<file path="config.mk">
export PLATFORM = sky130hd
export DESIGN_NAME = mul8_share_sched
export DESIGN_NICKNAME = d
export VERILOG_FILES = /design/src/rtl/mul8_share_sched_pkg.sv /design/src/rtl/mul8_share_sched_dp.sv /design/src/rtl/mul8_share_sched.sv
export SDC_FILE = /design/constraint.sdc
export NUM_CORES = 1
export LEC_CHECK = 0
export CAP_MARGIN = 20
export CELL_PAD_IN_SITES_DETAIL_PLACEMENT = 1
export CELL_PAD_IN_SITES_GLOBAL_PLACEMENT = 2
export CORE_ASPECT_RATIO = 1.75
export CORE_MARGIN = 3
export CORE_UTILIZATION = 28
export CTS_BUF_LIST = sky130_fd_sc_hd__clkbuf_4 sky130_fd_sc_hd__clkbuf_8
export DETAILED_ROUTE_END_ITERATION = 8
export PLACE_DENSITY_LB_ADDON = 0.1
export REMOVE_ABC_BUFFERS = 1
export SLEW_MARGIN = 15
export SYNTH_ARGS = -nofsm -noshare
export SYNTH_HDL_FRONTEND = slang
export SYNTH_SLANG_ARGS = --single-unit
</file>
<file path="constraint.sdc">
create_clock -name i_clk -period 2.2 [get_ports i_clk]
set_input_delay 0.33 -clock i_clk [delete_from_list [all_inputs] [get_ports i_clk]]
set_output_delay 0.33 -clock i_clk [all_outputs]
set_load 0.01 [all_outputs]
</file>
<file path="src/rtl/mul8_share_sched_pkg.sv">
// Shared definitions for the two-requester shared shift-add multiplier scheduler.
// Holds the default operand width, the requester count, the scheduler state
// encoding and the round-robin grant helper used by the top level.
package mul8_share_sched_pkg;

  localparam int WIDTH_DEFAULT = 8;
  localparam int NUM_REQ       = 2;

  typedef enum logic [1:0] {
    ST_IDLE = 2'd0,
    ST_CALC = 2'd1,
    ST_DONE = 2'd2
  } sched_state_e;

  // One-hot grant for two requesters. A lone valid requester always wins;
  // when both are valid the priority pointer (0 = requester 0) decides.
  function automatic logic [1:0] rr_grant(input logic [1:0] valid, input logic ptr);
    logic [1:0] grant;
    case (valid)
      2'b01:   grant = 2'b01;
      2'b10:   grant = 2'b10;
      2'b11:   grant = ptr ? 2'b10 : 2'b01;
      default: grant = 2'b00;
    endcase
    return grant;
  endfunction

endpackage

</file>
<file path="src/rtl/mul8_share_sched_dp.sv">
// Shift-add multiplier datapath shared by both requesters.
// Ports:
//   clk, rst      clock and asynchronous active-high reset
//   load          capture a/b, clear accumulator and iteration counter
//   step          perform one add-and-shift iteration
//   a, b          multiplicand / multiplier operands
//   product       {accumulator, multiplier} chain; the full product after WIDTH steps
//   last          high while the counter is on the final iteration
module mul8_shift_add_dp
  import mul8_share_sched_pkg::*;
#(
  parameter int WIDTH = WIDTH_DEFAULT
) (
  input  logic               clk,
  input  logic               rst,
  input  logic               load,
  input  logic               step,
  input  logic [WIDTH-1:0]   a,
  input  logic [WIDTH-1:0]   b,
  output logic [2*WIDTH-1:0] product,
  output logic               last
);

  localparam int CW = $clog2(WIDTH) + 1;

  logic [WIDTH-1:0] mcand_r;
  logic [WIDTH-1:0] acc_r;
  logic [WIDTH-1:0] mplier_r;
  logic [CW-1:0]    cnt_r;
  logic [WIDTH:0]   sum_s;

  // Conditional add of the multiplicand into the upper half, keeping the carry.
  always_comb begin
    sum_s = {1'b0, acc_r};
    if (mplier_r[0]) begin
      sum_s = {1'b0, acc_r} + {1'b0, mcand_r};
    end else begin
      sum_s = {1'b0, acc_r};
    end
  end

  // Operand capture and the {carry, acc, multiplier} right-shift per iteration.
  always_ff @(posedge clk or posedge rst) begin
    if (rst) begin
      mcand_r  <= {WIDTH{1'b0}};
      acc_r    <= {WIDTH{1'b0}};
      mplier_r <= {WIDTH{1'b0}};
      cnt_r    <= {CW{1'b0}};
    end else if (load) begin
      mcand_r  <= a;
      acc_r    <= {WIDTH{1'b0}};
      mplier_r <= b;
      cnt_r    <= {CW{1'b0}};
    end else if (step) begin
      acc_r    <= sum_s[WIDTH:1];
      mplier_r <= {sum_s[0], mplier_r[WIDTH-1:1]};
      cnt_r    <= cnt_r + CW'(1);
    end else begin
      mcand_r  <= mcand_r;
      acc_r    <= acc_r;
      mplier_r <= mplier_r;
      cnt_r    <= cnt_r;
    end
  end

  assign product = {acc_r, mplier_r};
  assign last    = (cnt_r == CW'(WIDTH - 1));

endmodule

</file>
<file path="src/rtl/mul8_share_sched.sv">
// Round-robin scheduler that shares one shift-add multiplier between two
// requesters and returns id-tagged products over a valid/ready handshake.
// Ports:
//   i_clk, i_rst   clock, asynchronous active-high reset
//   i_req_valid    per-requester operand valid (bit k = requester k)
//   i_req_a/b      packed operands, requester k at [k*WIDTH +: WIDTH]
//   o_req_ready    one-hot accept strobe (combinational, IDLE only)
//   o_res_valid    product available
//   o_res          product a*b
//   o_res_id       requester owning o_res
//   i_res_ready    consumer accepts the result
//   o_busy         high while calculating or holding a result
module mul8_share_sched
  import mul8_share_sched_pkg::*;
#(
  parameter int WIDTH = WIDTH_DEFAULT
) (
  input  logic                     i_clk,
  input  logic                     i_rst,
  input  logic [NUM_REQ-1:0]       i_req_valid,
  input  logic [NUM_REQ*WIDTH-1:0] i_req_a,
  input  logic [NUM_REQ*WIDTH-1:0] i_req_b,
  output logic [NUM_REQ-1:0]       o_req_ready,
  output logic                     o_res_valid,
  output logic [2*WIDTH-1:0]       o_res,
  output logic                     o_res_id,
  input  logic                     i_res_ready,
  output logic                     o_busy
);

  sched_state_e     state_r;
  sched_state_e     state_next_s;
  logic             ptr_r;
  logic             id_r;
  logic             res_valid_r;
  logic             busy_r;
  logic [1:0]       grant_s;
  logic             dp_load_s;
  logic             dp_step_s;
  logic             dp_last_s;
  logic [WIDTH-1:0] sel_a_s;
  logic [WIDTH-1:0] sel_b_s;

  // Next-state, grant and datapath control.
  always_comb begin
    state_next_s = state_r;
    grant_s      = 2'b00;
    dp_load_s    = 1'b0;
    dp_step_s    = 1'b0;
    case (state_r)
      ST_IDLE: begin
        // Grant is suppressed during reset so ready reads 0 immediately.
        if (i_rst) begin
          grant_s = 2'b00;
        end else begin
          grant_s = rr_grant(i_req_valid, ptr_r);
        end
        if (grant_s != 2'b00) begin
          dp_load_s    = 1'b1;
          state_next_s = ST_CALC;
        end else begin
          state_next_s = ST_IDLE;
        end
      end
      ST_CALC: begin
        dp_step_s = 1'b1;
        if (dp_last_s) begin
          state_next_s = ST_DONE;
        end else begin
          state_next_s = ST_CALC;
        end
      end
      ST_DONE: begin
        if (i_res_ready) begin
          state_next_s = ST_IDLE;
        end else begin
          state_next_s = ST_DONE;
        end
      end
      default: begin
        state_next_s = ST_IDLE;
      end
    endcase
  end

  // Operand mux for the granted requester.
  always_comb begin
    sel_a_s = i_req_a[0 +: WIDTH];
    sel_b_s = i_req_b[0 +: WIDTH];
    if (grant_s[1]) begin
      sel_a_s = i_req_a[WIDTH +: WIDTH];
      sel_b_s = i_req_b[WIDTH +: WIDTH];
    end else begin
      sel_a_s = i_req_a[0 +: WIDTH];
      sel_b_s = i_req_b[0 +: WIDTH];
    end
  end

  // State, pointer, owner id and registered status outputs.
  always_ff @(posedge i_clk or posedge i_rst) begin
    if (i_rst) begin
      state_r     <= ST_IDLE;
      ptr_r       <= 1'b0;
      id_r        <= 1'b0;
      res_valid_r <= 1'b0;
      busy_r      <= 1'b0;
    end else begin
      state_r     <= state_next_s;
      res_valid_r <= (state_next_s == ST_DONE);
      busy_r      <= (state_next_s != ST_IDLE);
      // Pointer moves only on an accept, always to the requester not granted.
      if (dp_load_s) begin
        id_r  <= grant_s[1];
        ptr_r <= ~grant_s[1];
      end else begin
        id_r  <= id_r;
        ptr_r <= ptr_r;
      end
    end
  end

  mul8_shift_add_dp #(
    .WIDTH (WIDTH)
  ) u_dp (
    .clk     (i_clk),
    .rst     (i_rst),
    .load    (dp_load_s),
    .step    (dp_step_s),
    .a       (sel_a_s),
    .b       (sel_b_s),
    .product (o_res),
    .last    (dp_last_s)
  );

  assign o_req_ready = grant_s;
  assign o_res_valid = res_valid_r;
  assign o_res_id    = id_r;
  assign o_busy      = busy_r;

endmodule

</file>
==> summary.md, run 1 <==
| Metric | Value |
|---|---|
| Largest net degree at the start of global routing | `35` |
| Count of unresolved DRC violations after routing | `0` |
| Filler Cells Inserted | `just over 800` |
| Clock period minus worst slack | `around 2.1 ns` |
| Fraction of layout instances using a drive strength above 1 | `about a tenth` |
| Final wirelength | `approximately 6.2 mm` |
| Setup clock skew after layout | `0.006399 ns` |
| Final setup vio count | `0` |
| Sinks on Clock Net | `34` |
| Number of hold buffers added after CTS | `0` |
| Worst-case headroom to the max-slew limit | `between 60% and 70%` |
| Part of the Yosys area used for sequential elements | `a little over two fifths` |
| Vias per cell | `approximately 5` |
| Routed length per instance | `between 15 and 20 µm` |
| Register-to-register setup slack | `around 0.27 ns` |
| Overall Power | `between 0.003 and 0.004 W` |
| Cts repair resizes | `0` |
| Worst path required time | `approximately 1.9 ns` |
| Initial detailed-routing violation count | `73` |
| Design Area, Final | `roughly 0.0027 mm²` |
| Vias in the first global route | `between 1500 and 2000` |
| Total clock buffers created by CTS | `5` |
| Total I/O pin count | `between 50 and 60` |
| Total via count after detailed routing | `1815` |
| Worst EP arrival | `between 1.5 and 2 ns` |
| Most used flip-flop cell after synthesis | `sky130_fd_sc_hd__dfrtp_1` |
| Buffer depth of the longest clock path | `2` |
| Crit Path Category | `reg -> out` |
| Post-place instance area | `between 0.002 and 0.003 mm²` |
| Peak supply drop | `roughly 440 µV` |
| Fraction of synthesized cell area taken by the top area cell type | `around 44%` |
| Max-slew violation count | `0` |
| Clock tree from TritonCTS | `done` |
| Biggest area contributors in the synthesized netlist | `sky130_fd_sc_hd__dfrtp_1 (44%), sky130_fd_sc_hd__nand2_1 (9.4%), sky130_fd_sc_hd__ha_1 (5.8%), sky130_fd_sc_hd__a21oi_1 (4.9%), sky130_fd_sc_hd__o21ai_1 (2.8%)` |
| Number of warning messages in the yosys log | `0` |
| Clk pin slew, worst setup/hold paths | `approximately 0.080 ns` |
| Ant diodes | `0` |
| CTS root buffer | `sky130_fd_sc_hd__clkbuf_8` |
| Post-synth EDFFs | `0` |
| Post-synthesis register bit count | `34` |
| Transition at the pin with the smallest max-transition slack | `between 0.4 and 0.5 ns` |
| Starting Density | `29.36%` |
| Type of the worst min-delay path | `reg -> reg` |
| Most frequent cell after synthesis | `sky130_fd_sc_hd__nand2_1` |
| Most instantiated cells after synthesis | `sky130_fd_sc_hd__nand2_1 (49), sky130_fd_sc_hd__dfrtp_1 (34), sky130_fd_sc_hd__a21oi_1 (19)` |
| Setup TNS | `0 ns` |
| Detailed placer's ending HPWL | `around 4.7 mm` |
| Die ar. | `between 0.008 and 0.009 mm²` |
| Result of the run | `finished, final reports clean` |
| Global router's overall resource usage | `roughly 16%` |
| Synthesized area per cell | `approximately 9 µm²` |
| Wire length of the first global-routing pass | `between 10 and 15 mm` |
| Clk Latency, worst-skew pair | `around 0.28 ns` |
| Die height | `between 100 and 150 µm` |
| Placement Rows | `39` |
| Width of the die | `~69 µm` |
| CP Launch Type | `register` |
| Period Utilization, post-route | `a little over nine tenths` |
| NumNets Final | `329` |
| Worst hold-check slack | `between 0.4 and 0.5 ns` |
| Cell variety after synth | `44` |
| RSZ-0062 raised after global routing | `false` |
| Highest clock frequency the design can meet | `approximately 0.47 GHz` |
| Overall overflow remaining after global route | `0` |
| Initial antenna violation count | `0` |
| Drt pass-1 iters | `4` |
| H-tree depth | `2` |
| Syn Std Cell Area | `between 0.0015 and 0.002 mm²` |
| Share of synthesized registers carrying an async set or reset | `100.0%` |
| Final Hold Violating Endpoints | `0` |
| Total core area | `0.006636 mm²` |
| Final estimated routing congestion in global placement | `about 0.7` |
| Crit. End Element | `primary output` |
| Leakage power summed over all cells | `between 1 and 1.5 nW` |
| Yosys top cell by area | `sky130_fd_sc_hd__dfrtp_1` |
| Number of buffers added on ports | `57` |
| Number of violations of the max-capacitance limit | `0` |
| Antenna Violating Nets Remaining | `0` |
| Synthesized netlist cell count | `approximately 220` |
| Post CTS Setup Buffer Count | `0` |
| CP max FO | `6` |
| Power per cell area | `1270 mW/mm²` |
| Post-synthesis to final-layout area growth | `40.46%` |
-- cells in the final DEF, fill, tap and decap left out, drive strengths merged, types with 3 or more instances in the layout --
| cell type | count |
|---|---|
| dfrtp | 34 |
| a21oi | 19 |
| nand3 | 4 |
| mux2i | 3 |
| nor2b | 5 |
| a22oi | 7 |
| clkdlybuf4s50 | 57 |
| clkbuf | 7 |
| nor2 | 9 |
| ha | 9 |
| nand4 | 3 |
| inv | 7 |
| nand2b | 4 |
| xor2 | 3 |
| buf | 11 |
| a21o | 4 |
| nand2 | 49 |
| nor3 | 4 |
| o21ai | 20 |
-- cells by family (layout without fill, tap and decap cells) --
family                     count (synthesis)  count (layout)  synth area share, %
xor gates and xnor gates                   4               4                1.799
AOI/OAI and AO/OA                         66              66                20.74
muxes                                      4               4                2.119
buffers and inverters                     18              83                5.267
and+or+nand+nor                           82              82                19.59
adders and majority gates                 10              10                6.808
DFF                                       34              34                43.67
-- flip-flops by register name (all words and copies together) (netlist names) --
| name | count |
|---|---|
| u_dp.acc_r | 8 |
| u_dp.mcand_r | 8 |
| u_dp.mplier_r | 8 |
| u_dp.cnt_r | 4 |
| state_r | 2 |
| o_busy | 1 |
| o_res_id | 1 |
| o_res_valid | 1 |
| ptr_r | 1 |
-- worst max-delay path: stages (launching register included) --
cell and delay (ns):
sky130_fd_sc_hd__dfrtp_1 0.46, sky130_fd_sc_hd__nor3_4 0.23, sky130_fd_sc_hd__and3_2 0.25, sky130_fd_sc_hd__clkdlybuf4s50_1 0.55
-- layer usage --
| metal | routed length [µm] | up-vias | share of wire (%) | GRT usage [%] |
|---|---|---|---|---|
| li1 | - | 890 | - | - |
| met1 | 2335 | 889 | 38 | 17.06 |
| met2 | 3632 | 34 | 59 | 32.08 |
| met3 | 188 | 2 | 3.0 | 2.756 |
| met4 | 36 | 0 | 0.58 | 4.302 |
| met5 | 0 | - | 0 | 0 |
-- final cells by class --
type                    instances  area, µm²  share of cell area, %
inverters                       7      26.28                 0.9602
well taps                      82      102.6                  3.749
clock buffers                   7      90.09                  3.292
repair buffers                 68      665.6                  24.33
multi-input cells             166      996.0                  36.40
flip-flops and latches         34      850.8                  31.09
clock inverters                 1      5.005                 0.1829
-- stage by stage --
stage | worst slack, ns | cells | utilization, %
after floorplan | 0.3624 | 207 | -
after global placement | 0.03641 | 357 | 39.78
after detailed placement | 0.04810 | 357 | 39.78
after CTS | 0.004754 | 365 | 41.21
after global routing | 0.01265 | 365 | 41.23
final | 0.09465 | 365 | 41.23
-- power by group --
group	internal [W]	total [W]	switching (W)
Sequential	0.000900	0.00116	0.000255
Combinational	0.000881	0.00182	0.000935
Clock	0.000265	0.000504	0.000238
-- path summary, 6_finish.rpt --
kind | from | to | cells after the start
setup reg to reg | u_dp.acc_r[0]$_DFFE_PP0P_ | u_dp.acc_r[5]$_DFFE_PP0P_ | 8
max in group asynchronous | i_rst | u_dp.mplier_r[6]$_DFFE_PP0P_ | 3
min in group asynchronous | i_rst | o_res_id$_DFFE_PP0N_ | 3
hold / removal | u_dp.mcand_r[3]$_DFFE_PP0N_ | u_dp.mcand_r[3]$_DFFE_PP0N_ | 2
hold reg to reg | u_dp.mcand_r[3]$_DFFE_PP0N_ | u_dp.mcand_r[3]$_DFFE_PP0N_ | 2
setup / recovery | state_r[1]$_DFF_PP0_ | o_req_ready[1] | 3
(Power assumes the default switching activity.)
==> run 2: changes to the inputs <==
Settings changed: CORE_MARGIN 3 to 2, GPL_TIMING_DRIVEN set to 0.
==> run 2 against run 1 <==
Against the previous run:
- design area grew 0.96%
- largest power group unchanged
- critical endpoint unchanged
- largest cell class unchanged
- sequential power about the same
- hold slack worse by 0.23 ns
- utilization is 0.64 points lower
- clock power grew 0.8%
==> summary.md, run 2 (synthesized netlist as in run 1, its figures left out) <==
| Metric | Value |
|---|---|
| Result of the run | `finished, final reports clean` |
| Post-route worst setup slack | `a little under 0.07 ns` |
| Routed length per instance | `17.62 µm` |
| Length of routed met2 wiring | `around 3.7 mm` |
| Crit. End Element | `primary output` |
| Filler Cells Inserted | `814` |
| Number of buffers added on ports | `57` |
| Registers with the most flip-flops | `u_dp.acc_r x8, u_dp.mcand_r x8, u_dp.mplier_r x8` |
| Highest-count cells in the layout ignoring fill and taps | `sky130_fd_sc_hd__clkdlybuf4s50_1 (55), sky130_fd_sc_hd__nand2_1 (49), sky130_fd_sc_hd__dfrtp_1 (32)` |
| Number of hold buffers added after CTS | `0` |
| Vias per cell | `between 5 and 6` |
| Max-slew violation count | `0` |
| Total I/O pin count | `between 50 and 60` |
| Worst path required time | `1.87 ns` |
| Placement Rows | `40` |
| Final estimated routing congestion in global placement | `between 0.7 and 0.8` |
| Count of non-filler cells in the finished layout | `roughly 370` |
| NumNets Final | `328` |
| Die height | `about 110 µm` |
| Highest clock frequency the design can meet | `0.4692 GHz` |
| CP max FO | `2` |
| Ant diodes | `0` |
| Global router's overall resource usage | `a little under a fifth` |
| Power per cell area | `1261 mW/mm²` |
| Peak supply drop | `between 600 and 700 µV` |
| Detailed placer's ending HPWL | `approximately 4.3 mm` |
| Largest net degree at the start of global routing | `20` |
| Vias in the first global route | `slightly above 2000` |
| Clock tree from TritonCTS | `done` |
| Period Utilization, post-route | `between 90% and 100%` |
| Total clock buffers created by CTS | `5` |
| Clk pin slew, worst setup/hold paths | `0.07 ns` |
| Width of the die | `67.06 µm` |
| Post-place instance area | `roughly 0.0026 mm²` |
| Worst EP arrival | `between 1.5 and 2 ns` |
| Worst Reg2Reg Path Length in Cells | `8` |
| Routed wl met3 | `201 µm` |
| Total via count after detailed routing | `~1900` |
| Leakage power summed over all cells | `around 1.2 nW` |
| Sinks on Clock Net | `34` |
| CTS root buffer | `sky130_fd_sc_hd__clkbuf_8` |
| Proportion of power drawn by combinational gates | `between 50% and 60%` |
| Initial antenna violation count | `0` |
| Final Hold Violating Endpoints | `0` |
| Worst-case headroom to the max-slew limit | `36.38%` |
| Most common library cell in the layout ignoring fill and taps | `sky130_fd_sc_hd__clkdlybuf4s50_1` |
| Setup slack at placement | `-0.8134 ns` |
| Total placed cells including tap cells | `around 350` |
| Register-to-register setup slack | `approximately 0.19 ns` |
| Uppermost layer routed | `met4` |
| Transition at the pin with the smallest max-transition slack | `between 0.9 and 1 ns` |
| Setup TNS | `0 ns` |
| End of the worst register-to-register path | `u_dp.acc_r[5]$_DFFE_PP0P_` |
| Antenna Violating Nets Remaining | `0` |
| Total core area | `0.006807 mm²` |
| Post-synthesis to final-layout area growth | `41.81%` |
| Net switching fraction of the power | `between 40% and 50%` |
| Internal power consumption | `0.002030 W` |
| Clk network pwr share | `14.6%` |
| Setup clock skew after layout | `roughly 0.0093 ns` |
| Clk Latency, worst-skew pair | `slightly below 0.3 ns` |
| Clock period minus worst slack | `approximately 2.1 ns` |
| Net load switching power | `around 0.0015 W` |
| Wire length of the first global-routing pass | `about 10 mm` |
| Beginning of the worst register-to-register path | `u_dp.acc_r[0]$_DFFE_PP0P_` |
| Starting Density | `between 20 and 30%` |
| Final wirelength | `between 6 and 7 mm` |
| Sequential fraction of design power | `roughly a third` |
| Type of the worst min-delay path | `in -> async` |
| Overall overflow remaining after global route | `0` |
| Number of violations of the max-capacitance limit | `0` |
| CP Launch Type | `register` |
| Count of unresolved DRC violations after routing | `0` |
| Fraction of layout instances using a drive strength above 1 | `10.99%` |
| Die ar. | `approximately 0.0077 mm²` |
| Buffer depth of the longest clock path | `2` |
| Length of routed wiring on met1 | `2.401 mm` |
| Design Area, Final | `0.002763 mm²` |
| RSZ-0062 raised after global routing | `false` |
| H-tree depth | `2` |
| Final setup vio count | `0` |
| Crit Path Category | `reg -> out` |
| Drt pass-1 iters | `4` |
| Initial detailed-routing violation count | `49` |
==> run 2: cell count changes in the layout (fill, tap and decap cells not counted), moves of 2 or more <==
| cell | before | now |
|---|---|---|
| sky130_fd_sc_hd__dfrtp_1 | 34 | 32 |
| sky130_fd_sc_hd__clkdlybuf4s50_1 | 57 | 55 |
| sky130_fd_sc_hd__buf_4 | 10 | 7 |
| sky130_fd_sc_hd__dfrtp_2 | 0 | 2 |
==> run 2: what timing repair did <==
action / CTS / global route
resized for setup: 9 / 1
pin swaps: 3 / 0
endpoints found under the setup margin: 11 / 2
cloned: 2 / 0
setup buffers: 5 / 2
==> run 2: metal layers <==
metal,GRT usage (%),vias up
met2,35.45,43
met4,5.714,0
li1,-,892
met5,0,-
met1,19.59,909
met3,3.245,11
==> run 2: cell type report <==
class / instances / area, µm² / area share (%)
Clock buffer: 7 / 90.09 / 3.261
Clock inverter: 1 / 5.005 / 0.1812
Inverter: 7 / 33.78 / 1.223
Multi-Input combinational cell: 167 / 1017 / 36.82
Sequential cell: 34 / 853.3 / 30.89
Tap cell: 84 / 105.1 / 3.804
Timing Repair Buffer: 65 / 651.9 / 23.60
Timing Repair inverter: 1 / 6.256 / 0.2264
==> run 2: worst max-delay path by stage <==
stage,from,to,cells after the start
2_1_floorplan,state_r[0]$_DFF_PP0_,state_r[0]$_DFF_PP0_,5
3_3_place_gp,i_rst,o_req_ready[1],4
3_5_place_dp,i_rst,o_req_ready[1],4
4_1_cts,state_r[0]$_DFF_PP0_,o_req_ready[0],5
5_1_grt,state_r[1]$_DFF_PP0_,o_req_ready[1],4
6_report,state_r[1]$_DFF_PP0_,o_req_ready[1],4
==> run 2: critical path: stages, from the launching register on <==
cell and delay [ns]:
sky130_fd_sc_hd__dfrtp_2 0.43, sky130_fd_sc_hd__nor3_4 0.20, sky130_fd_sc_hd__buf_4 0.14, sky130_fd_sc_hd__and3_4 0.21, sky130_fd_sc_hd__clkdlybuf4s50_1 0.54
==> run 2: per-stage QoR <==
stage	total power, W	utilization [%]	hold slack (ns)
2_1_floorplan	0.002184	-	0.4500
3_3_place_gp	0.002897	37.43	0.4583
3_5_place_dp	0.002933	37.87	0.4694
4_1_cts	0.003522	40.33	0.2609
5_1_grt	0.003817	40.59	0.2789
6_report	0.003484	40.59	0.2526
==> run 2: power groups by stage <==
stage                     registers [W]  clock network, W  logic [W]
after floorplan                 0.00117                 0    0.00101
final                           0.00115          0.000508    0.00183
after detailed placement        0.00118                 0    0.00175
after CTS                       0.00117          0.000523    0.00183
after global routing            0.00119          0.000558    0.00207
after global placement          0.00117                 0    0.00172
